## config.mk

```make
export PLATFORM = sky130hd
export DESIGN_NAME = ddr2_mgr_main_flat
export DESIGN_NICKNAME = d
export VERILOG_FILES = /design/src/rtl/ddr2_mgr_if.sv /design/src/rtl/ddr2_mgr_main.sv /design/src/flat_wrapper.sv
export SDC_FILE = /design/constraint.sdc
export NUM_CORES = 1
export LEC_CHECK = 0
export CAP_MARGIN = 15
export CORE_MARGIN = 4
export CORE_UTILIZATION = 29
export CTS_CLUSTER_DIAMETER = 100
export DETAILED_ROUTE_END_ITERATION = 8
export PLACE_DENSITY = 0.56
export SLEW_MARGIN = 20
export SYNTH_ARGS = -nofsm -noshare
export SYNTH_HDL_FRONTEND = slang
export SYNTH_SLANG_ARGS = --single-unit
```

## constraint.sdc

```tcl
create_clock -name clk -period 2.3 [get_ports clk]
set_clock_uncertainty 0.1 [all_clocks]
set_input_delay 0.46 -clock clk [delete_from_list [all_inputs] [get_ports clk]]
set_output_delay 0.46 -clock clk [all_outputs]
set_load 0.005 [all_outputs]
```

## src/rtl/ddr2_mgr_if.sv

```systemverilog
// DDR2 user-port read handshake plus line-buffer write port, grouped for the frame read scheduler.
interface ddr2_mgr_if #(
  parameter int DATA_W = 32
);
  logic              mig_cmd_rd;
  logic [23:0]       mig_user_input_addr;
  logic              mig_cmd_ack;
  logic              mig_rd_valid;
  logic [DATA_W-1:0] mig_rd_data;
  logic              linebuf_wr_en;
  logic [9:0]        linebuf_wr_addr;
  logic [DATA_W-1:0] linebuf_wr_data;

  modport master (
    output mig_cmd_rd, mig_user_input_addr,
    output linebuf_wr_en, linebuf_wr_addr, linebuf_wr_data,
    input  mig_cmd_ack, mig_rd_valid, mig_rd_data
  );

  modport slave (
    input  mig_cmd_rd, mig_user_input_addr,
    input  linebuf_wr_en, linebuf_wr_addr, linebuf_wr_data,
    output mig_cmd_ack, mig_rd_valid, mig_rd_data
  );
endinterface

```

## src/rtl/ddr2_mgr_main.sv

```systemverilog
// Frame read scheduler: fetches one display line per request as a series of DDR2 read bursts
// and streams the returned words into the line buffer.
module ddr2_mgr_main #(
  parameter int LINES         = 480,
  parameter int CMDS_PER_LINE = 20,
  parameter int WORDS_PER_CMD = 4,
  parameter int DATA_W        = 32
) (
  input  logic        clk,
  input  logic        rst_n,
  input  logic        mig_init_done,
  input  logic        rd_go,
  input  logic        line_req,
  ddr2_mgr_if.master  bus,
  output logic        rd_xfr_en,
  output logic [9:0]  rd_mem_addr,
  output logic        line_done,
  output logic [15:0] screen_cnt
);

  localparam int WCW = $clog2(WORDS_PER_CMD + 1);

  typedef enum logic [2:0] {
    IDLE, WAIT_REQ, ISSUE, WAIT_DATA, LINE_DONE
  } state_t;

  state_t            state, state_nx;
  logic [4:0]        cmd_cnt;
  logic [WCW-1:0]    word_cnt;
  logic [9:0]        word_idx;
  logic              wr_en;
  logic [9:0]        wr_addr;
  logic [DATA_W-1:0] wr_data;
  logic              last_word, last_cmd, rd_beat;

  assign last_word = (word_cnt == WCW'(WORDS_PER_CMD - 1));
  assign last_cmd  = (cmd_cnt == 5'(CMDS_PER_LINE - 1));
  assign rd_beat   = (state == WAIT_DATA) && bus.mig_rd_valid;

  // Command stride 0x20, row stride 0x400.
  assign bus.mig_cmd_rd          = (state == ISSUE);
  assign bus.mig_user_input_addr = {4'h0, rd_mem_addr, cmd_cnt, 5'b0};
  assign bus.linebuf_wr_en       = wr_en;
  assign bus.linebuf_wr_addr     = wr_addr;
  assign bus.linebuf_wr_data     = wr_data;

  always_ff @(posedge clk or negedge rst_n) begin
    if (!rst_n) state <= IDLE;
    else        state <= state_nx;
  end

  always_comb begin
    state_nx = state;
    case (state)
      IDLE:      if (rd_go && mig_init_done) state_nx = WAIT_REQ;
      WAIT_REQ:  if (line_req)               state_nx = ISSUE;
      ISSUE:     if (bus.mig_cmd_ack)        state_nx = WAIT_DATA;
      WAIT_DATA: if (rd_beat && last_word)   state_nx = last_cmd ? LINE_DONE : ISSUE;
      LINE_DONE:                             state_nx = WAIT_REQ;
      default:                               state_nx = IDLE;
    endcase
  end

  always_ff @(posedge clk or negedge rst_n) begin
    if (!rst_n) begin
      cmd_cnt     <= '0;
      word_cnt    <= '0;
      word_idx    <= '0;
      wr_en       <= 1'b0;
      wr_addr     <= '0;
      wr_data     <= '0;
      rd_xfr_en   <= 1'b0;
      rd_mem_addr <= '0;
      line_done   <= 1'b0;
      screen_cnt  <= '0;
    end else begin
      wr_en     <= rd_beat;
      line_done <= 1'b0;
      case (state)
        IDLE: if (rd_go && mig_init_done) rd_mem_addr <= '0;
        WAIT_REQ: if (line_req) begin
          rd_xfr_en <= 1'b1;
          cmd_cnt   <= '0;
          word_cnt  <= '0;
          word_idx  <= '0;
          wr_addr   <= '0;
        end
        WAIT_DATA: if (bus.mig_rd_valid) begin
          // Address travels with the data so it names the slot being written this cycle.
          wr_data  <= bus.mig_rd_data;
          wr_addr  <= word_idx;
          word_idx <= word_idx + 10'd1;
          if (last_word) begin
            word_cnt <= '0;
            if (last_cmd) begin
              rd_xfr_en <= 1'b0;
              line_done <= 1'b1;
            end else begin
              cmd_cnt <= cmd_cnt + 5'd1;
            end
          end else begin
            word_cnt <= word_cnt + WCW'(1);
          end
        end
        LINE_DONE: begin
          if (rd_mem_addr == 10'(LINES - 1)) begin
            rd_mem_addr <= '0;
            screen_cnt  <= screen_cnt + 16'd1;
          end else begin
            rd_mem_addr <= rd_mem_addr + 10'd1;
          end
        end
        default: ;
      endcase
    end
  end

endmodule

```

## src/flat_wrapper.sv

```systemverilog
// flat-port wrapper written by rule: the top's interface ports become plain ports
module ddr2_mgr_main_flat 
#(
  parameter int LINES         = 480,
  parameter int CMDS_PER_LINE = 20,
  parameter int WORDS_PER_CMD = 4,
  parameter int DATA_W        = 32
)
  (clk, rst_n, mig_init_done, rd_go, line_req, rd_xfr_en, rd_mem_addr, line_done, screen_cnt, bus_mig_cmd_rd, bus_mig_user_input_addr, bus_linebuf_wr_en, bus_linebuf_wr_addr, bus_linebuf_wr_data, bus_mig_cmd_ack, bus_mig_rd_valid, bus_mig_rd_data);
  ddr2_mgr_if #(.DATA_W(DATA_W)) bus_i ();
  input  logic clk;
  input  logic rst_n;
  input  logic mig_init_done;
  input  logic rd_go;
  input  logic line_req;
  output logic rd_xfr_en;
  output logic [9:0] rd_mem_addr;
  output logic line_done;
  output logic [15:0] screen_cnt;
  output wire logic [$bits(bus_i.mig_cmd_rd)-1:0] bus_mig_cmd_rd;
  output wire logic [$bits(bus_i.mig_user_input_addr)-1:0] bus_mig_user_input_addr;
  output wire logic [$bits(bus_i.linebuf_wr_en)-1:0] bus_linebuf_wr_en;
  output wire logic [$bits(bus_i.linebuf_wr_addr)-1:0] bus_linebuf_wr_addr;
  output wire logic [$bits(bus_i.linebuf_wr_data)-1:0] bus_linebuf_wr_data;
  input wire logic [$bits(bus_i.mig_cmd_ack)-1:0] bus_mig_cmd_ack;
  input wire logic [$bits(bus_i.mig_rd_valid)-1:0] bus_mig_rd_valid;
  input wire logic [$bits(bus_i.mig_rd_data)-1:0] bus_mig_rd_data;
  assign bus_mig_cmd_rd = bus_i.mig_cmd_rd;
  assign bus_mig_user_input_addr = bus_i.mig_user_input_addr;
  assign bus_linebuf_wr_en = bus_i.linebuf_wr_en;
  assign bus_linebuf_wr_addr = bus_i.linebuf_wr_addr;
  assign bus_linebuf_wr_data = bus_i.linebuf_wr_data;
  assign bus_i.mig_cmd_ack = bus_mig_cmd_ack;
  assign bus_i.mig_rd_valid = bus_mig_rd_valid;
  assign bus_i.mig_rd_data = bus_mig_rd_data;
  ddr2_mgr_main #(.LINES(LINES), .CMDS_PER_LINE(CMDS_PER_LINE), .WORDS_PER_CMD(WORDS_PER_CMD), .DATA_W(DATA_W)) u_core (.clk(clk), .rst_n(rst_n), .mig_init_done(mig_init_done), .rd_go(rd_go), .line_req(line_req), .bus(bus_i), .rd_xfr_en(rd_xfr_en), .rd_mem_addr(rd_mem_addr), .line_done(line_done), .screen_cnt(screen_cnt));
endmodule
```

# == After elaboration in Yosys (flattened, before gate mapping) ==
# Cells that the tools add are included.
# word_totals
ff_bits,92
elab_cells,76
# classes
reduce_logical,13
n_mux,32
n_addsub,5
eq_ne,15
# op_table
op,count
$pmux W10 S2,3
$mux W10,5
$mux W3,8
$add A10 B1 Y10 const B,2
$mux W5,4
$add A16 B1 Y16 const B,1
$pmux W3 S5,1
$eq A10 B9 Y1 const B,1
$pmux W5 S2,1
$reduce_and A5 Y1,2
$eq A3 B2 Y1 const B,3
$mux W1,8
$ne A2 B1 Y1 const B,4
$ne A2 B2 Y1 const B,4
$pmux W3 S2,1
$reduce_and A2 Y1,3
$add A5 B1 Y5 const B,1
$eq A5 B5 Y1 const B,1
$reduce_and A4 Y1,1
$reduce_bool A2 Y1,2
$add A3 B1 Y3 const B,1
$eq A3 B1 Y1 const B,1
$eq A3 B3 Y1 const B,1
$logic_and A1 B1 Y1,3
other kinds (3),3

# == Logic depth before layout (Yosys ltp) ==
# depth
ltp_word,5
mapped_depth,7
depth_no_buf,6

# == Worst setup path before layout ==
# No wires, ideal clock.
# synth_path
path_kind,register -> register
from,register u_core.rd_mem_addr[0]
to,register u_core.screen_cnt[1]
n_path_buf,2
slack_ns,0.408
arrival_time_ns,1.667
period_less_slack_ns,1.892
stages_incl_launch_ff,7
setup_time_ns,0.125
path_cell_list,dfrtp_1 -> ha_1 -> and4_1 -> buf_2 -> and4_1 -> clkbuf_1 -> mux2_2
# synth_between
elab_chain_len,2
# synth_lines
element,line_no,text
start: declaration,ddr2_mgr_main.sv:16,"output logic [9:0] rd_mem_addr,"
start signal: assignment,ddr2_mgr_main.sv:110,rd_mem_addr <= rd_mem_addr + 10'd1;
$eq A10 B9 Y1,ddr2_mgr_main.sv:106,if (rd_mem_addr == 10'(LINES - 1)) begin
$reduce_and A2 Y1 (no source line),n/a,
end signal: assignment,ddr2_mgr_main.sv:108,screen_cnt <= screen_cnt + 16'd1;
end: declaration,ddr2_mgr_main.sv:18,output logic [15:0] screen_cnt
# Every way passes these cells.
# A chain may end at the register's enable or synchronous reset.

# == Worst setup path in the final report ==
# layout_path
from,register u_core.state[1]
to,output bus_mig_cmd_rd
# layout_between
elab_chain_len,1
# layout_lines
element,line_no,text
start: declaration,ddr2_mgr_main.sv:27,"state_t state, state_nx;"
start signal: assignment,ddr2_mgr_main.sv:49,else state <= state_nx;
$eq A3 B2 Y1,ddr2_mgr_main.sv:41,assign bus.mig_cmd_rd = (state == ISSUE);
end: declaration,flat_wrapper.sv:20,output wire logic [$bits(bus_i.mig_cmd_rd)-1:0] bus_mig_cmd_rd;
# Every way passes these cells.

==> impl_metrics.toml <==
[status]
status = "finished, final reports clean"

[worst_hold_path]
min_path_type = "reg2reg"
worstHoldStart = "u_core.bus.linebuf_wr_data[15]"
hold_end = "u_core.bus.linebuf_wr_data[15]"
hold_depth = 2

[drt]
wire_per_inst_um = 14.03
dr.pass1.iters = 5
drc = 0
viasPerCell = 4.647
antenna_left = 0
dr.first_iter.drc_count = 175
totalWireLength_um = 10320
vias = 3420

[setup_path]
cp.required_ns = 1.74
r2r_cells = 5
start_kind = "flop"
path_max_fanout = 18
crit_start = "u_core.state[1]"
worstSetupPathType = "reg2out"
timing.rr.start = "u_core.cmd_cnt[0]"
r2r_setup_slack_ns = 0.31
crit_path_end_kind = "output port"
arrival_ns = 1.60
reg2reg_to = "u_core.cmd_cnt[2]"

[final_layout]
diodes = 0
ff_latch_area_um2 = 2306
nNetsFinal = 591
final_common_cell = "nand2_1"
fillerInstances = 1415
drive_above_1_share = 0.07790
syn_to_final_growth_pct = 39.07
multi_input_area_um2 = 1722
layout_common_cells = "nand2_1, clkdlybuf4s50_1, dfrtp_1"

[clock_network]
cts_setup_buffers = 0
cts_sinks = 92
cts_tree = "done"
clk_latency_ns = 0.33
clockBufferDepth = 2
clock-root-buffer = "clkbuf_16"
clk_pin_slew_ns = 0.07
cts_made_buffers = 9
cts_htree_levels = 3

[grt]
grt_pass1_vias = 3328
grtUsageTotal = 0.1258
overflow = 0
grt_pass1_wl_um = 16970
grt_max_degree = 50
grt_antenna_before_repair = 0

[synth]
ys_ff_latch = 92
synth_flop_cell = "dfrtp_1"
synth_warnings = 0
ys_seq_area_frac = 0.5401
synth_cells = 425
synth-edff-count = 0
syn_area_um2 = 4263
syn_avg_cell_area_um2 = 10.03
async_flop_share = 1.000
post_synth_num_cell_types = 53

[sta]
tightest_slew_ns = 0.4778
fmax_mhz = 463.1
finalSetupTns_ns = 0
slew_viol_final = 0
rsz0062_at_grt = "false"
relSlewSlack = 0.6732
setup_ws_ns = 0.1405
fin_crit_sh = 0.9389
setup_viol = 0
period_needed_ns = 2.159
hold_violations = 0

[place]
gp_congestion = 0.7768
pre_cts_slack_ns = 0.009114
dp.final_hpwl_um = 7620
port_buffers = 125

[floorplan]
die_h_um = 129.2
rows = 44
core_area_um2 = 14480
start_util = 0.2944
die_w_um = 129.2
die-area_um2 = 16700
io_pins = 135

[power_and_ir_drop]
vdd.ir_drop.worst_uv = 487.0
leakage_nw = 2.735
power.density_nw_per_um2 = 920.6

[job]
drv_cap = 0
layer usage:
metal / track usage / up-vias / routed length [µm]
met5: 0 / - / 0
li1: - / 1664 / -
met1: 0.1727 / 1630 / 4663
met4: 0.04077 / 0 / 135
met2: 0.1957 / 113 / 4888
met3: 0.03133 / 13 / 637
critical path, stage by stage (launching register included):
cell and delay [ns]:
dfrtp_4 0.54, nor3b_2 0.21, clkdlybuf4s50_1 0.52
area by class of cell:
| class | instances | area share |
|---|---|---|
| Sequential cell | 92 | 0.3890 |
| Clock buffer | 14 | 0.04285 |
| Clock inverter | 2 | 0.001688 |
| Inverter | 6 | 0.003799 |
| Timing Repair Buffer | 141 | 0.2334 |
| Tap cell | 184 | 0.03883 |
| Multi-Input combinational cell | 297 | 0.2904 |
state kept, by name, summed over array words and instances, names as in the netlist:
| register | count |
|---|---|
| u_core.bus.linebuf_wr_data | 32 |
| u_core.screen_cnt | 16 |
| u_core.bus.linebuf_wr_addr | 10 |
| u_core.rd_mem_addr | 10 |
| u_core.word_idx | 10 |
| u_core.cmd_cnt | 5 |
| u_core.state | 3 |
| u_core.word_cnt | 3 |
| u_core.bus.linebuf_wr_en | 1 |
| u_core.line_done | 1 |
| u_core.rd_xfr_en | 1 |
synth_stat cells, drive strengths merged, types with 2 or more instances:
cell type / number / share of area
a2111oi: 2 / 0.0044
and2: 3 / 0.0044
nor3b: 3 / 0.0091
nand2: 125 / 0.11
o21a: 2 / 0.0035
buf: 32 / 0.054
nor3: 10 / 0.012
inv: 6 / 0.0053
a31oi: 8 / 0.015
mux2: 3 / 0.0079
ha: 5 / 0.015
o31ai: 5 / 0.0088
or3: 3 / 0.0044
a22o: 11 / 0.023
nand3: 12 / 0.014
a41oi: 2 / 0.0041
clkbuf: 6 / 0.0053
nand2b: 3 / 0.0044
nor2: 12 / 0.011
or4: 3 / 0.0053
nand4b: 2 / 0.0076
xnor2: 7 / 0.014
xor2: 14 / 0.029
a21oi: 10 / 0.012
o21ai: 12 / 0.014
nand4: 4 / 0.0059
dfrtp: 92 / 0.54
and4: 4 / 0.0082
nor4: 6 / 0.017
and3: 5 / 0.0073
report_power, final:
group / switching, mW / leakage [nW] / internal, mW
Clock: 0.592 / 0.131 / 0.761
Sequential: 0.323 / 1.18 / 2.02
Combinational: 0.758 / 1.42 / 1.00
cell families (layout without fill, tap and decap cells):
logic type,after synthesis,in the layout,share of synthesized area
adders and majority gates,5,5,0.01468
buffers and inverters,44,163,0.06428
other,1,9,0.0008797
xor gates and xnor gates,21,21,0.04315
and+or+nand+nor,202,202,0.2345
AOI/OAI and AO/OA,56,56,0.09217
DFF,92,92,0.5401
muxes,4,4,0.01027
stage by stage:
stage,utilization,area [µm²],total power [mW],hold WS (ns),cells
2_1_floorplan,-,4293,3.115,0.06441,433
3_3_place_gp,0.3899,5645,4.129,0.2784,719
3_5_place_dp,0.3899,5645,4.156,0.2739,719
4_1_cts,0.4089,5921,5.552,0.3807,736
5_1_grt,0.4094,5928,5.831,0.3956,736
6_report,0.4094,5928,5.458,0.3731,736
how the worst max path moves through the flow:
| stage | endpoint | slack (ns) |
|---|---|---|
| floorplan | u_core.screen_cnt[1] | 0.41 |
| global placement | u_core.word_idx[9] | 0.07 |
| detailed placement | u_core.word_idx[9] | 0.009 |
| CTS | bus_mig_cmd_rd | 0.02 |
| global route | bus_mig_cmd_rd | 0.02 |
| finish | bus_mig_cmd_rd | 0.14 |
what timing repair did:
action                                  in CTS  in global routing
endpoints found under the setup margin       1                  1
hold buffers                                 1                  0
pin swaps                                    0                  0
endpoints found under the hold margin       21                  0
gates resized for setup                      1                  2
Note: power is estimated with default switching activity, not from simulation.
